===== src/rtl/uart_port_pkg.sv =====
// Shared encodings and constants for the uart_port serial device (8N1, optional even parity).
// Build option: define UART_PARITY_EN to add an even parity bit on both TX and RX.
package uart_port_pkg;

  localparam int UART_DATA_BITS       = 8;
  localparam int DEFAULT_CLKS_PER_BIT = 434;

  // rdn/wrn are active-low strobes from the memory controller
  localparam logic STROBE_ACTIVE = 1'b0;
  localparam logic STROBE_IDLE   = 1'b1;

`ifdef UART_PARITY_EN
  typedef enum logic [2:0] {
    T_IDLE   = 3'd0,
    T_START  = 3'd1,
    T_DATA   = 3'd2,
    T_PARITY = 3'd3,
    T_STOP   = 3'd4
  } tx_state_t;

  typedef enum logic [2:0] {
    R_IDLE   = 3'd0,
    R_START  = 3'd1,
    R_DATA   = 3'd2,
    R_PARITY = 3'd3,
    R_STOP   = 3'd4
  } rx_state_t;
`else
  typedef enum logic [2:0] {
    T_IDLE  = 3'd0,
    T_START = 3'd1,
    T_DATA  = 3'd2,
    T_STOP  = 3'd4
  } tx_state_t;

  typedef enum logic [2:0] {
    R_IDLE  = 3'd0,
    R_START = 3'd1,
    R_DATA  = 3'd2,
    R_STOP  = 3'd4
  } rx_state_t;
`endif

  function automatic logic even_parity(input logic [7:0] b);
    return ^b;
  endfunction

endpackage


===== src/rtl/uart_port_rx.sv =====
// Receive half of uart_port: rxd synchroniser, RX FSM and the rx holding byte with its data_ready flag.
// Build option: UART_PARITY_EN adds an R_PARITY state; a parity mismatch drops the byte like a framing error.
module uart_port_rx
  import uart_port_pkg::*;
#(
  parameter int CLKS_PER_BIT = DEFAULT_CLKS_PER_BIT
) (
  input  logic       clk_50MHz,
  input  logic       rst,
  input  logic       rxd,
  input  logic       rd_clr,
  output logic [7:0] rx_buf,
  output logic       data_ready
);

  localparam int CNT_W = (CLKS_PER_BIT > 1) ? $clog2(CLKS_PER_BIT) : 1;
  localparam logic [CNT_W-1:0] CNT_LAST  = CNT_W'(CLKS_PER_BIT - 1);
  localparam logic [CNT_W-1:0] HALF_LAST = CNT_W'(CLKS_PER_BIT / 2 - 1);
  localparam logic [2:0]       LAST_BIT  = 3'(UART_DATA_BITS - 1);

  logic             rx_sync1, rx_sync2, rx_prev;
  rx_state_t        rx_state, rx_state_nxt;
  logic [CNT_W-1:0] rx_cnt, rx_cnt_nxt;
  logic [2:0]       rx_bit, rx_bit_nxt;
  logic [7:0]       rx_shift, rx_shift_nxt;
  logic [7:0]       rx_buf_nxt;
  logic             ready_nxt;
  logic             frame_ok;
  logic             byte_ok;
`ifdef UART_PARITY_EN
  logic             par_ok, par_ok_nxt;
`endif

  always_ff @(posedge clk_50MHz) begin
    if (rst) begin
      rx_sync1   <= 1'b1;
      rx_sync2   <= 1'b1;
      rx_prev    <= 1'b1;
      rx_state   <= R_IDLE;
      rx_cnt     <= '0;
      rx_bit     <= '0;
      rx_shift   <= '0;
      rx_buf     <= 8'h00;
      data_ready <= 1'b0;
`ifdef UART_PARITY_EN
      par_ok     <= 1'b1;
`endif
    end else begin
      rx_sync1   <= rxd;
      rx_sync2   <= rx_sync1;
      rx_prev    <= rx_sync2;
      rx_state   <= rx_state_nxt;
      rx_cnt     <= rx_cnt_nxt;
      rx_bit     <= rx_bit_nxt;
      rx_shift   <= rx_shift_nxt;
      rx_buf     <= rx_buf_nxt;
      data_ready <= ready_nxt;
`ifdef UART_PARITY_EN
      par_ok     <= par_ok_nxt;
`endif
    end
  end

  // Start bit is re-checked half a bit in, then every data/stop bit is sampled at its centre
  always_comb begin
    rx_state_nxt = rx_state;
    rx_cnt_nxt   = rx_cnt;
    rx_bit_nxt   = rx_bit;
    rx_shift_nxt = rx_shift;
    byte_ok      = 1'b0;
    frame_ok     = 1'b0;
`ifdef UART_PARITY_EN
    par_ok_nxt   = par_ok;
`endif

    case (rx_state)
      R_IDLE: begin
        rx_cnt_nxt = '0;
        rx_bit_nxt = '0;
        if (rx_prev && !rx_sync2) rx_state_nxt = R_START;
      end
      R_START: begin
        if (rx_cnt == HALF_LAST) begin
          rx_cnt_nxt   = '0;
          rx_state_nxt = rx_sync2 ? R_IDLE : R_DATA;
        end else begin
          rx_cnt_nxt = rx_cnt + CNT_W'(1);
        end
      end
      R_DATA: begin
        if (rx_cnt == CNT_LAST) begin
          rx_cnt_nxt   = '0;
          rx_shift_nxt = {rx_sync2, rx_shift[7:1]};
          if (rx_bit == LAST_BIT) begin
            rx_bit_nxt = '0;
`ifdef UART_PARITY_EN
            rx_state_nxt = R_PARITY;
`else
            rx_state_nxt = R_STOP;
`endif
          end else begin
            rx_bit_nxt = rx_bit + 3'd1;
          end
        end else begin
          rx_cnt_nxt = rx_cnt + CNT_W'(1);
        end
      end
`ifdef UART_PARITY_EN
      R_PARITY: begin
        if (rx_cnt == CNT_LAST) begin
          rx_cnt_nxt   = '0;
          par_ok_nxt   = (rx_sync2 == even_parity(rx_shift));
          rx_state_nxt = R_STOP;
        end else begin
          rx_cnt_nxt = rx_cnt + CNT_W'(1);
        end
      end
`endif
      R_STOP: begin
        if (rx_cnt == CNT_LAST) begin
          rx_cnt_nxt   = '0;
          rx_state_nxt = R_IDLE;
`ifdef UART_PARITY_EN
          frame_ok = rx_sync2 && par_ok;
`else
          frame_ok = rx_sync2;
`endif
          byte_ok  = frame_ok;
        end else begin
          rx_cnt_nxt = rx_cnt + CNT_W'(1);
        end
      end
      default: rx_state_nxt = R_IDLE;
    endcase
  end

  // A completing byte beats a simultaneous read-clear, so overruns keep data_ready set
  always_comb begin
    rx_buf_nxt = rx_buf;
    ready_nxt  = data_ready;
    if (byte_ok) begin
      rx_buf_nxt = rx_shift;
      ready_nxt  = 1'b1;
    end else if (rd_clr) begin
      ready_nxt = 1'b0;
    end
  end

endmodule


===== src/rtl/uart_port.sv =====
// Device end of the CPU serial-port handshake: rdn/wrn strobe logic, transmit holding register and TX FSM.
// Build option: UART_PARITY_EN inserts an even parity bit (T_PARITY) after data bit 7.
module uart_port
  import uart_port_pkg::*;
#(
  parameter int CLKS_PER_BIT = DEFAULT_CLKS_PER_BIT
) (
  input  logic        clk_50MHz,
  input  logic        rst,
  input  logic [15:0] data_i,
  output logic [15:0] data_o,
  output logic        data_oe,
  input  logic        rdn,
  input  logic        wrn,
  output logic        data_ready,
  output logic        tbre,
  output logic        tsre,
  input  logic        rxd,
  output logic        txd
);

  localparam int CNT_W = (CLKS_PER_BIT > 1) ? $clog2(CLKS_PER_BIT) : 1;
  localparam logic [CNT_W-1:0] CNT_LAST = CNT_W'(CLKS_PER_BIT - 1);
  localparam logic [2:0]       LAST_BIT = 3'(UART_DATA_BITS - 1);

  logic             rdn_q, wrn_q;
  logic             rd_edge, wr_edge;
  logic [7:0]       rx_buf;
  logic             unused_data_hi;

  tx_state_t        tx_state, tx_state_nxt;
  logic [CNT_W-1:0] tx_cnt, tx_cnt_nxt;
  logic [2:0]       tx_bit, tx_bit_nxt;
  logic [7:0]       thr, thr_nxt;
  logic [7:0]       tx_shift, tx_shift_nxt;
  logic             tbre_nxt, tsre_nxt, txd_nxt;
  logic             load, bit_end;
`ifdef UART_PARITY_EN
  logic             tx_par, tx_par_nxt;
`endif

  assign unused_data_hi = ^data_i[15:8];

  assign data_o  = {8'h00, rx_buf};
  assign data_oe = (rdn == STROBE_ACTIVE);
  assign rd_edge = (rdn_q == STROBE_ACTIVE) && (rdn == STROBE_IDLE);
  assign wr_edge = (wrn_q == STROBE_ACTIVE) && (wrn == STROBE_IDLE);

  uart_port_rx #(
    .CLKS_PER_BIT(CLKS_PER_BIT)
  ) u_rx (
    .clk_50MHz (clk_50MHz),
    .rst       (rst),
    .rxd       (rxd),
    .rd_clr    (rd_edge),
    .rx_buf    (rx_buf),
    .data_ready(data_ready)
  );

  always_ff @(posedge clk_50MHz) begin
    if (rst) begin
      rdn_q    <= STROBE_IDLE;
      wrn_q    <= STROBE_IDLE;
      tx_state <= T_IDLE;
      tx_cnt   <= '0;
      tx_bit   <= '0;
      thr      <= 8'h00;
      tx_shift <= 8'h00;
      tbre     <= 1'b1;
      tsre     <= 1'b1;
      txd      <= 1'b1;
`ifdef UART_PARITY_EN
      tx_par   <= 1'b0;
`endif
    end else begin
      rdn_q    <= rdn;
      wrn_q    <= wrn;
      tx_state <= tx_state_nxt;
      tx_cnt   <= tx_cnt_nxt;
      tx_bit   <= tx_bit_nxt;
      thr      <= thr_nxt;
      tx_shift <= tx_shift_nxt;
      tbre     <= tbre_nxt;
      tsre     <= tsre_nxt;
      txd      <= txd_nxt;
`ifdef UART_PARITY_EN
      tx_par   <= tx_par_nxt;
`endif
    end
  end

  // tx_shift[0] always holds the bit currently on the line during T_DATA
  always_comb begin
    tx_state_nxt = tx_state;
    tx_cnt_nxt   = tx_cnt;
    tx_bit_nxt   = tx_bit;
    thr_nxt      = thr;
    tx_shift_nxt = tx_shift;
    tbre_nxt     = tbre;
    tsre_nxt     = tsre;
    txd_nxt      = txd;
    load         = 1'b0;
    bit_end      = (tx_cnt == CNT_LAST);
`ifdef UART_PARITY_EN
    tx_par_nxt   = tx_par;
`endif

    if (tx_state != T_IDLE) tx_cnt_nxt = bit_end ? '0 : tx_cnt + CNT_W'(1);

    case (tx_state)
      T_IDLE: begin
        if (!tbre) load = 1'b1;
      end
      T_START: begin
        if (bit_end) begin
          tx_state_nxt = T_DATA;
          txd_nxt      = tx_shift[0];
        end
      end
      T_DATA: begin
        if (bit_end) begin
          if (tx_bit == LAST_BIT) begin
            tx_bit_nxt = '0;
`ifdef UART_PARITY_EN
            tx_state_nxt = T_PARITY;
            txd_nxt      = tx_par;
`else
            tx_state_nxt = T_STOP;
            txd_nxt      = 1'b1;
`endif
          end else begin
            tx_bit_nxt   = tx_bit + 3'd1;
            txd_nxt      = tx_shift[1];
            tx_shift_nxt = {1'b0, tx_shift[7:1]};
          end
        end
      end
`ifdef UART_PARITY_EN
      T_PARITY: begin
        if (bit_end) begin
          tx_state_nxt = T_STOP;
          txd_nxt      = 1'b1;
        end
      end
`endif
      T_STOP: begin
        if (bit_end) begin
          if (!tbre) begin
            load = 1'b1;
          end else begin
            tsre_nxt     = 1'b1;
            tx_state_nxt = T_IDLE;
          end
        end
      end
      default: begin
        tx_state_nxt = T_IDLE;
        txd_nxt      = 1'b1;
      end
    endcase

    if (load) begin
      tx_shift_nxt = thr;
      tbre_nxt     = 1'b0 | 1'b1;
      tsre_nxt     = 1'b0;
      tx_state_nxt = T_START;
      tx_cnt_nxt   = '0;
      tx_bit_nxt   = '0;
      txd_nxt      = 1'b0;
`ifdef UART_PARITY_EN
      tx_par_nxt   = even_parity(thr);
`endif
    end

    // A write coinciding with the THR->shifter move is kept in THR for the next frame
    if (wr_edge && (tbre || load)) begin
      thr_nxt  = data_i[7:0];
      tbre_nxt = 1'b0;
    end
  end

endmodule

===== config.mk =====
export PLATFORM = sky130hd
export DESIGN_NAME = uart_port
export DESIGN_NICKNAME = d
export VERILOG_FILES = /design/src/rtl/uart_port_pkg.sv /design/src/rtl/uart_port_rx.sv /design/src/rtl/uart_port.sv
export SDC_FILE = /design/constraint.sdc
export NUM_CORES = 1
export LEC_CHECK = 0
export ABC_AREA = 1
export CAP_MARGIN = 20
export CORE_UTILIZATION = 36
export CTS_CLUSTER_SIZE = 10
export DETAILED_ROUTE_END_ITERATION = 12
export PLACE_DENSITY = 0.59
export SYNTH_ARGS = -nofsm -noshare
export SYNTH_HDL_FRONTEND = slang
export SYNTH_SLANG_ARGS = --single-unit

===== constraint.sdc =====
create_clock -name clk_50MHz -period 2.95 [get_ports clk_50MHz]
set_input_delay 0.295 -clock clk_50MHz [delete_from_list [all_inputs] [get_ports clk_50MHz]]
set_output_delay 0.295 -clock clk_50MHz [all_outputs]
set_load 0.01 [all_outputs]

* Yosys cells after proc, flatten, opt, wreduce, memory -nomap -nowiden
Cells that the tools add are included.
Storage, ports and cells: output and inout bits 21, register bits 71, bits of input ports 21, word-level logic and storage cells 130
Operators by class: reductions and logical operators 29, add/sub/neg operators 4, bitwise logic cells 4, equality and inequality tests 29, mux-type cells 44
Operators with widths (number):
- 3-bit two-way mux | 13
- 8-bit two-way mux | 4
- 9-bit two-way mux | 3
- 9-bit one-hot mux with 3 select lines | 1
- 3-bit one-hot mux with 4 select lines | 2
- 9-bit by 1-bit adder with 9-bit output (second input constant) | 2
- 9-bit equality test (second input constant) | 2
- 1-bit two-way mux | 17
- 3-bit inequality test (second input constant) | 5
- 2-bit inequality test (second input constant) | 7
- 2-bit nonzero test | 7
- 3-bit equality test (second input constant) | 4
- 2-bit by 1-bit inequality test with 1-bit output (second input constant) | 6
- 6-bit AND reduction | 2
- 9-bit by 8-bit equality test with 1-bit output (second input constant) | 1
- 3-bit AND reduction | 3
- 3-bit by 1-bit adder with 3-bit output (second input constant) | 2
- 3-bit by 1-bit equality test with 1-bit output (second input constant) | 2
- 3-bit by 2-bit equality test with 1-bit output (second input constant) | 2
- 3-bit logical NOT | 2
- 3-bit one-hot mux with 2 select lines | 1
- 2-bit AND reduction | 3
- 3-bit nonzero test | 2
- 2-bit OR reduction | 3
- 8 further kinds | 14

* Depth between registers and ports, before layout
word-level depth 6, mapped depth 12, mapped depth without buffers 12

* Modules after synthesis
From an unflattened synthesis, not the netlist that was laid out.
Unflattened totals: cell total of the unflattened synthesis 497, area total of the unflattened synthesis 3613.5 um2
Modules (own cells, without submodules):
- uart_port | cells each 255, instances 1, seq. area each 720.7 um2, area each 1930.6 um2
- uart_port_rx | cells each 242, instances 1, seq. area each 700.7 um2, area each 1682.9 um2

* Worst setup path before layout
Ideal clock, no wire load.
path kind register to register, start register tx_cnt[0], end register tx_shift[1], cell stages (with the launch flop) 12, setup slack 1.428 ns, data required time 2.840 ns, library setup time 0.110 ns, path buffers 1, period minus slack after synthesis 1.522 ns, arrival 1.412 ns, cells stage by stage dfxtp_1 ha_1 nand2_1 nor2_2 nand2_4 nand2_8 nand2_8 buf_6 nand3_1 nand3_1 nand2_1 inv_1
Between the ends: cells in the longest elaborated chain, start to end 5, elaborated cells on any way between the ends 8, those cells by class eq/ne: 2; mux: 3; reduce/logical: 3
RTL lines:
- start: declaration | line uart_port.sv:32 | logic [CNT_W-1:0] tx_cnt, tx_cnt_nxt;
- start signal: assignment | line uart_port.sv:79 | tx_cnt <= tx_cnt_nxt;
- 9-bit equality test * | line uart_port.sv:103 | bit_end = (tx_cnt == CNT_LAST);
- 1-bit two-way mux | line uart_port.sv:147 | if (bit_end) begin
- 1-bit one-hot mux with 2 select lines | line uart_port.sv:110 | case (tx_state)
- 2-bit inequality test (no source line) or 2-bit nonzero test (tied branches)
- 3-bit AND reduction (no source line)
- end signal: assignment | line uart_port.sv:82 | tx_shift <= tx_shift_nxt;
- end: declaration | line uart_port.sv:35 | logic [7:0] tx_shift, tx_shift_nxt;
Mark *: on every way between the ends. The rest lies on a longest branch, timed or not. A chain may end at the register's enable or synchronous reset.

* Worst setup path after layout
start register tx_cnt[0], end register tx_cnt[5]
Between the ends: cells in the longest elaborated chain, start to end 4, elaborated cells on any way between the ends 6, those cells by class add/sub: 1; eq/ne: 1; mux: 3; reduce/logical: 1
RTL lines:
- parallel branches: the longest is 4 deep, another holds 9-bit by 1-bit adder with 9-bit output
Several ways; the timed one is not identified.

==> results.cfg <==
[outcome]
status = complete, no violations

[finish]
post-route-util_pct = 42.9
layout-drive-gt1-share_pct = 9.80
syn_to_final_growth_pct = 16.0
diodes = 0
stdcell_area_sq_um = 3940
nets = 525

[place]
port_buffers = 25
gp_congestion = 0.812
dpl.hpwl_um = 4650
placed_area_sq_um = 3740

[clock_network]
clkLatencyLatePin_ns = 0.35
cts_num_sinks = 71
cts_buffers = 9
cts_resized = 0
tritoncts = yes
htree_levels = 3
cts_setup_buffers = 0
cts_root_buf = clkbuf_8
ctsHoldBuffers = 0
clk_path_buf_depth = 2
clk_pin_slew_ns = 0.08

[global_routing]
grt_pass1_vias = 2686
antenna_found_initial = 0
grt.overflow.total = 0
grt_pass1_wl_um = 11700
grt_usage_pct = 14.7
grt_max_degree = 24

[drt]
drtPass1Iterations = 4
vias_per_cell = 4.77
met1Wirelength_um = 3310
highest_layer = met4
drc = 0
ant_nets = 0
met2_length_um = 3000
wl_met3_um = 156
drt_iter0_drc = 98
via_count = 2917
routedWlPerCell_um = 10.8
routed_wl_um = 6590

[worst_setup_path]
r2r_slack_ns = 1.17
cp_slowest_cell = dfxtp_1
crit_chain = ha_1 > nand2_1 > nor2_2 > nand2_4 > nand2_8 > nand2_8 > nand2_4 > inv_2 > o21ai_2 > nor2_1
cpLargestDelayFamily = simple AND/OR/NAND/NOR gates
crit_arrival_ns = 2.01
crit_fanout = 17
cp_slowest_stage_delay_ns = 0.44
end_kind = flop
required_ns = 3.18
worstSetupPathType = reg -> reg
path_buf_inv = 1
worstSetupStartpointType = flop

[yosys]
synthFlopType = dfxtp_1
netlist_area_sq_um = 3400
synth_cell_types = 36
ys_seq_area_share_pct = 41.8
yosys.area.top_type = dfxtp_1
synth_area_leaders = dfxtp_1 42%, nand2_1 9.4%, nor2_1 8.7%
yosysTopAreaCellShare_pct = 41.8
synth_edf_count = 0
async_reset_ff_share_pct = 0
avgSynthCellArea_sq_um = 7.33
yosys_warnings = 0
ys_seq_elements = 71
synth_cells = 464

[sta]
setup_violations = 0
period_share_pct = 60.3
maxSlewViolCount = 0
max_freq_ghz = 0.562
min_period_ns = 1.78
rsz0062_at_grt = no
hold_violations = 0
fin_worst_skew_ns = 0.0130
tns_ns = 0

[power]
p_per_area_nw_per_um2 = 581
p_int_w = 0.00155
pwr-share-comb_pct = 19.7
peakVddDrop_mv = 0.386
swShare_pct = 32.4
clock_power_share_pct = 34.9
power_switching_w = 0.000743
total_power_w = 0.00229
p_seq_share_pct = 45.4
p_leak_nw = 1.78

[hold_path]
min_path_type = reg -> reg

[die]
die_w_um = 99.2
core-area_sq_um = 9200
dieHeight_um = 99.2
start_util_pct = 37.0
io_pins = 42
die_area_sq_um = 9840
row_count = 35

[flow_run]
drv_cap = 0
-- cell families after synthesis --
logic type | Yosys count | share of synthesized area [%]
AO/OA/AOI/OAI | 51 | 8.24
buffers and inverters | 71 | 9.05
adder cells (fa/ha/maj) | 9 | 3.31
other | 1 | 0.110
XOR/XNOR | 8 | 2.06
AND/OR/NAND/NOR | 253 | 35.4
flip-flops | 71 | 41.8
-- stage by stage --
step	hold WS (ns)	cells	worst slack [ns]
2_1_floorplan	0.389	471	1.43
3_3_place_gp	0.410	595	1.19
3_5_place_dp	0.399	595	1.17
4_1_cts	0.430	611	1.15
5_1_grt	0.453	611	1.03
6_report	0.428	611	1.17
-- synth_stat cells (2+ instances only) --
cell / n
buf_4: 9
ha_1: 9
xor2_1: 7
nor2_4: 3
nand4_2: 2
nor2_2: 3
o21ai_0: 24
nand4_1: 8
dfxtp_1: 71
nand2_1: 85
a21oi_1: 21
nand2_2: 4
inv_1: 52
nand2_4: 2
nand3_1: 47
a31oi_1: 2
nand2_8: 2
nor3_1: 7
nor2_1: 79
nand3_2: 4
inv_2: 4
clkbuf_1: 4
or2_2: 2
-- area by class of cell --
type | instances | area [sq um]
Fill cell | 952 | 5250
Multi-Input combinational cell | 329 | 1700
Sequential cell | 71 | 1420
Timing Repair Buffer | 28 | 273
Inverter | 56 | 210
Tap cell | 111 | 139
Clock buffer | 9 | 124
Clock inverter | 7 | 80.1
-- metal layers --
layer / up-vias / global-route usage, %
li1: 1528 / -
met1: 1340 / 18.1
met2: 39 / 25.1
met3: 10 / 2.53
met4: 0 / 7.13
met5: - / 0
-- layout by cell type, fill, tap and decap left out, drive strengths merged --
| cell | Yosys | routed |
|---|---|---|
| o21bai | 1 | 1 |
| a21boi | 1 | 1 |
| a21oi | 21 | 21 |
| xor2 | 7 | 7 |
| nor3 | 8 | 8 |
| clkinv | 0 | 1 |
| clkdlybuf4s50 | 0 | 25 |
| conb | 1 | 8 |
| and3 | 1 | 1 |
| dfxtp | 71 | 71 |
| nand3b | 1 | 1 |
| bufinv | 0 | 1 |
| nand3 | 51 | 51 |
| a211oi | 1 | 1 |
| buf | 11 | 3 |
| or2 | 3 | 3 |
| clkinvlp | 0 | 2 |
| inv | 56 | 59 |
| ha | 9 | 9 |
| o21ai | 25 | 25 |
| clkbuf | 4 | 9 |
| a31oi | 2 | 2 |
| nor2 | 86 | 86 |
| nand2 | 93 | 93 |
| xnor2 | 1 | 1 |
| nand4 | 10 | 10 |
-- path summary, 6_finish.rpt --
| path | startpoint | to | depth (start not counted) |
|---|---|---|---|
| worst max register to register | tx_cnt[0] | tx_cnt[5] | 10 |
| worst min-delay path | u_rx.rx_sync1 | u_rx.rx_sync2 | 1 |
| worst min register to register | u_rx.rx_sync1 | u_rx.rx_sync2 | 1 |
| worst max-delay path | tx_cnt[0] | tx_cnt[5] | 10 |
-- registers in the layout, summed over array words and instances, names as in the netlist --
| name | count |
|---|---|
| rdn_q | 1 |
| tbre | 1 |
| thr | 8 |
| tsre | 1 |
| tx_bit | 3 |
| tx_cnt | 9 |
| tx_shift | 8 |
| tx_state | 3 |
| txd | 1 |
| u_rx.data_ready | 1 |
| u_rx.rx_bit | 3 |
| u_rx.rx_buf | 8 |
| u_rx.rx_cnt | 9 |
| u_rx.rx_prev | 1 |
| u_rx.rx_shift | 8 |
| u_rx.rx_state | 3 |
| u_rx.rx_sync1 | 1 |
| u_rx.rx_sync2 | 1 |
| wrn_q | 1 |
-- worst register-to-register path, delay by kind of cell (launching register included) --
kind | cells | cell delay [ns]
adders and majority gates | 1 | 0.18
and+or+nand+nor | 7 | 0.85
DFF | 1 | 0.44
AOI/OAI and AO/OA | 1 | 0.11
buffers and inverters | 1 | 0.09
-- power by group through the flow --
stage,combinational [W],clock (W),sequential [W]
floorplan,0.000352,0,0.00106
global placement,0.000444,0,0.00106
detailed placement,0.000454,0,0.00106
CTS,0.000455,0.000824,0.00104
global route,0.000526,0.000871,0.00105
finish,0.000453,0.000800,0.00104
Power figures use the tool's default switching activity.
